--- config.mk ---
export PLATFORM = sky130hd
export DESIGN_NAME = mem_bus_arbiter
export DESIGN_NICKNAME = d
export VERILOG_FILES = /design/src/rtl/mem_bus_pkg.sv /design/src/rtl/mem_arb_port.sv /design/src/rtl/mem_bus_arbiter.sv
export SDC_FILE = /design/constraint.sdc
export NUM_CORES = 1
export LEC_CHECK = 0
export ABC_CLOCK_PERIOD_IN_PS = 2200
export CORE_AREA = 2 2 289 291
export DETAILED_ROUTE_END_ITERATION = 10
export DIE_AREA = 0 0 291 293
export GPL_TIMING_DRIVEN = 0
export SYNTH_ARGS = -nofsm -noshare
export SYNTH_HDL_FRONTEND = slang
export SYNTH_HIERARCHICAL = 1
export SYNTH_SLANG_ARGS = --single-unit
--- constraint.sdc ---
create_clock -name CLK -period 2.2 [get_ports CLK]
set_input_delay 0.44 -clock CLK [delete_from_list [all_inputs] [get_ports CLK]]
set_output_delay 0.44 -clock CLK [all_outputs]
set_load 0.03 [all_outputs]
--- src/rtl/mem_bus_pkg.sv ---
// Shared widths, FSM state encoding and request op encoding for the
// cache-to-memory bus arbiter.
package mem_bus_pkg;

  localparam int DEF_ADDR_W  = 28;
  localparam int DEF_BLOCK_W = 128;

  typedef enum logic [2:0] {
    IDLE    = 3'd0,
    SERVE_I = 3'd1,
    SERVE_D = 3'd2,
    RESP_I  = 3'd3,
    RESP_D  = 3'd4
  } state_t;

  typedef enum logic {
    OP_RD = 1'b0,
    OP_WR = 1'b1
  } op_t;

endpackage

--- src/rtl/mem_arb_port.sv ---
// One requester side of the arbiter: request decode, captured op,
// registered refill data and the combinational stall back to the cache.
module mem_arb_port
  import mem_bus_pkg::*;
#(
  parameter int BLOCK_W   = DEF_BLOCK_W,
  parameter bit HAS_WRITE = 1'b0
) (
  input  logic               clk,
  input  logic               rst_n,
  input  logic               rd,
  input  logic               wr,
  input  logic               grant,
  input  logic               done,
  input  logic               resp,
  input  logic [BLOCK_W-1:0] mem_rdata,
  output logic               req,
  output op_t                op_next,
  output logic               busywait,
  output logic [BLOCK_W-1:0] rdata
);

  logic wr_en;
  op_t  op;

  // A write wins over a simultaneous read; the read must be re-issued.
  assign wr_en    = HAS_WRITE && wr;
  assign req      = rd || wr_en;
  assign op_next  = wr_en ? OP_WR : OP_RD;
  assign busywait = req && !resp;

  always_ff @(posedge clk or negedge rst_n) begin
    if (!rst_n) begin
      op    <= OP_RD;
      rdata <= '0;
    end else begin
      if (grant) op <= op_next;
      if (done && op == OP_RD) rdata <= mem_rdata;
    end
  end

endmodule

--- src/rtl/mem_bus_arbiter.sv ---
// Serialises i_cache refills and d_cache refills/writebacks onto one
// main-memory port; the data side always wins a tie.
module mem_bus_arbiter
  import mem_bus_pkg::*;
#(
  parameter int ADDR_W  = DEF_ADDR_W,
  parameter int BLOCK_W = DEF_BLOCK_W
) (
  input  logic               CLK,
  input  logic               RESET,
  input  logic               I_READ,
  input  logic [ADDR_W-1:0]  I_ADDRESS,
  output logic [BLOCK_W-1:0] I_READDATA,
  output logic               I_BUSYWAIT,
  input  logic               D_READ,
  input  logic               D_WRITE,
  input  logic [ADDR_W-1:0]  D_ADDRESS,
  input  logic [BLOCK_W-1:0] D_WRITEDATA,
  output logic [BLOCK_W-1:0] D_READDATA,
  output logic               D_BUSYWAIT,
  output logic               M_READ,
  output logic               M_WRITE,
  output logic [ADDR_W-1:0]  M_ADDRESS,
  output logic [BLOCK_W-1:0] M_WRITEDATA,
  input  logic [BLOCK_W-1:0] M_READDATA,
  input  logic               M_BUSYWAIT
);

  state_t state;
  logic   first;
  logic   i_req, d_req;
  op_t    i_op_next, d_op_next;
  logic   serve_done;

  // first masks a stale M_BUSYWAIT=0 seen in the cycle the request goes out.
  assign serve_done = !first && !M_BUSYWAIT;

  mem_arb_port #(.BLOCK_W(BLOCK_W), .HAS_WRITE(1'b0)) u_i_port (
    .clk      (CLK),
    .rst_n    (RESET),
    .rd       (I_READ),
    .wr       (1'b0),
    .grant    (state == IDLE && !d_req && i_req),
    .done     (state == SERVE_I && serve_done),
    .resp     (state == RESP_I),
    .mem_rdata(M_READDATA),
    .req      (i_req),
    .op_next  (i_op_next),
    .busywait (I_BUSYWAIT),
    .rdata    (I_READDATA)
  );

  mem_arb_port #(.BLOCK_W(BLOCK_W), .HAS_WRITE(1'b1)) u_d_port (
    .clk      (CLK),
    .rst_n    (RESET),
    .rd       (D_READ),
    .wr       (D_WRITE),
    .grant    (state == IDLE && d_req),
    .done     (state == SERVE_D && serve_done),
    .resp     (state == RESP_D),
    .mem_rdata(M_READDATA),
    .req      (d_req),
    .op_next  (d_op_next),
    .busywait (D_BUSYWAIT),
    .rdata    (D_READDATA)
  );

  always_ff @(posedge CLK or negedge RESET) begin
    if (!RESET) begin
      state       <= IDLE;
      first       <= 1'b0;
      M_READ      <= 1'b0;
      M_WRITE     <= 1'b0;
      M_ADDRESS   <= '0;
      M_WRITEDATA <= '0;
    end else begin
      case (state)
        IDLE: begin
          if (d_req) begin
            state       <= SERVE_D;
            first       <= 1'b1;
            M_READ      <= (d_op_next == OP_RD);
            M_WRITE     <= (d_op_next == OP_WR);
            M_ADDRESS   <= D_ADDRESS;
            M_WRITEDATA <= D_WRITEDATA;
          end else if (i_req) begin
            state     <= SERVE_I;
            first     <= 1'b1;
            M_READ    <= (i_op_next == OP_RD);
            M_WRITE   <= (i_op_next == OP_WR);
            M_ADDRESS <= I_ADDRESS;
          end
        end
        SERVE_I, SERVE_D: begin
          first <= 1'b0;
          if (serve_done) begin
            M_READ  <= 1'b0;
            M_WRITE <= 1'b0;
            state   <= (state == SERVE_I) ? RESP_I : RESP_D;
          end
        end
        RESP_I, RESP_D: state <= IDLE;
        default:        state <= IDLE;
      endcase
    end
  end

endmodule

==> results.toml <==
[status]
outcome = "completed"

[route]
wl_mm = 53.5
drt_pre_antenna_iters = 4
vias = 11100
vias_per_cell = 3.90
drt_iter0_drc = 251
drc = 0
post_drt_wl_per_cell_um = 18.8
antenna_left = 0

[finish]
final_core_util_pct = 33.3
fin_cells = 2848
regArea_um2 = 10500
num-fill-cells = 7932
layout-drive-gt1-share_pct = 32.4
post-route-cell-area_um2 = 27300
area_growth_pct = 62.5
nets = 2059
multi_input_area_um2 = 5680

[worst_setup_path]
crit_type = "flop to output port"
worstPathMaxFanout = 2
end_kind = "output port"
slowest_stage = "clkdlybuf4s50_1"
cp-start-kind = "flop"
cp_cell_sequence = "clkdlybuf4s50_1"
critical-path-max-stage-delay_ps = 700
crit_buf_inv = 1
worstPathArrival_ps = 1680
cp.required_ps = 1760
critical_path.top_delay_family = "buffers and inverters"

[job]
cap_violations = 0

[placed_design]
placed_area_um2 = 25500
gp_congestion = 0.797
dp_hpwl_mm = 41.0
portBuffers = 733
dp_cells = 2755

[timing]
maxSlewViolCount = 0
rsz0062_at_grt = "yes"
hold_viol = 0
fmax_mhz = 472
final_min_period_over_clock_period_pct = 96.4
post-route-min-period_ps = 2120
finalSetupViolCount = 0
max_slew_margin_pct = 58.3
tightest_slew_ps = 625
finClkSkew_ps = 16.3
holdWs_ps = 424
setup_tns_ps = 0

[floorplan]
num_rows = 105
io_pins = 734
die_h_um = 293
dieArea_um2 = 85300
fp.dieW_um = 291
start_util_pct = 20.5
coreArea_um2 = 81800

[global_route]
use_met3_pct = 3.76
track_usage_pct = 12.1
grt-ovfl-total = 0
globalRouteMet2Util_pct = 21.8
grt_pass1_wl_mm = 79.6
grt_pass1_vias = 12400
antenna_found_initial = 0
top_usage_layer = "met2"
grt_max_degree = 118
gr-usage-met1_pct = 13.4

[pwr]
ir_worst_vdd_uv = 1010
power.density_nw_per_um2 = 1710
p_leak_nw = 11.3

[clock_tree]
cts.sinks = 419
clock_path_buffers = 3
htreeDepth = 2
cts_tree = "yes"
clk_latency_ps = 580
cts.clk_slew.worst_paths_ps = 60
cts_made_buffers = 50
root_buffer = "clkbuf_16"

[synth]
synth_nets = 1267
syn_area_um2 = 16800
syn-instance-count = 949
yosys_warnings = 6
syn_avg_cell_area_um2 = 17.7

[min_path]
hold_path_class = "input pin to async pin"
-- repair_timing --
item | 4_1_cts | 5_1_grt
setup endpoints to repair | 321 | 262
buffers inserted | 3 | 0
gates resized for setup | 27 | 16
hold buffers | 1 | 0
gates cloned | 0 | 1
hold endpoints to repair | 95 | 0
-- cell type report --
cell class / count / area share, %
diodes: 1 / 0.00918
plain buffers: 55 / 2.40
clock buffers: 78 / 5.53
clock inverters: 10 / 0.409
inverters: 2 / 0.0275
multi-input cells: 472 / 20.8
flip-flops and latches: 419 / 38.5
well taps: 1070 / 4.91
repair buffers: 741 / 27.4
-- layer usage --
metal / routed length (um) / vias to the layer above
met5: 0 / -
met4: 1690 / 0
met3: 3950 / 96
met2: 27400 / 465
met1: 20400 / 5597
li1: - / 4950
-- flip-flops by register name, indices dropped and copies added (netlist names) --
register and flops:
M_ADDRESS 28, M_READ 1, M_WRITE 1, M_WRITEDATA 128, first 1, state 3
u_d_port/op 1, u_d_port/rdata 128, u_i_port/rdata 128
-- stage by stage --
step | setup WS (ps) | total power [mW]
final | 79.3 | 46.7
after global placement | -17690 | 38.5
after floorplan | 163 | 27.9
after CTS | -32.7 | 47.3
after detailed placement | -897 | 38.8
after global routing | -32.4 | 48.8
-- cell usage in the layout, fill, tap and decap left out, types with 2 or more instances in the layout --
| cell type | instances |
|---|---|
| clkbuf_1 | 15 |
| buf_8 | 2 |
| buf_4 | 18 |
| nor3_1 | 2 |
| mux2_4 | 120 |
| buf_16 | 3 |
| clkbuf_8 | 20 |
| clkbuf_4 | 3 |
| nor2_1 | 3 |
| a211oi_1 | 2 |
| nor2b_1 | 3 |
| buf_2 | 5 |
| dlygate4sd2_1 | 10 |
| nor4_1 | 3 |
| nand2b_1 | 2 |
| mux2_1 | 11 |
| clkinv_2 | 5 |
| dfrtp_1 | 419 |
| inv_6 | 2 |
| mux2_2 | 312 |
| buf_6 | 10 |
| clkdlybuf4s50_1 | 719 |
| bufinv_16 | 2 |
| inv_1 | 2 |
| buf_12 | 14 |
| clkbuf_16 | 52 |
-- report_power, final --
part,switching (mW),total [mW],internal [mW],leakage [nW]
clock network,3.28,8.19,4.91,0.799
logic,12.8,24.6,11.8,5.49
registers,2.24,13.9,11.7,5.04
total,18.3,46.7,28.4,11.3
-- final timing paths --
check                      cells after the start                         endpoint  slack (ps)                            start
setup / recovery                               1                  M_WRITEDATA[53]          80      M_WRITEDATA[53]$_DFFE_PN0P_
hold / removal                                 2   u_d_port/rdata[78]$_DFFE_PN0P_         420                            RESET
setup reg to reg                               7   u_d_port/rdata[66]$_DFFE_PN0P_          80                first$_DFFE_PN0P_
hold reg to reg                                1  u_d_port/rdata[124]$_DFFE_PN0P_         490  u_d_port/rdata[124]$_DFFE_PN0P_
max in group asynchronous                      4       M_WRITEDATA[4]$_DFFE_PN0P_         450                            RESET
min in group CLK                               2      M_WRITEDATA[85]$_DFFE_PN0P_         470                  D_WRITEDATA[85]
Note: power is estimated with default switching activity, not from simulation.
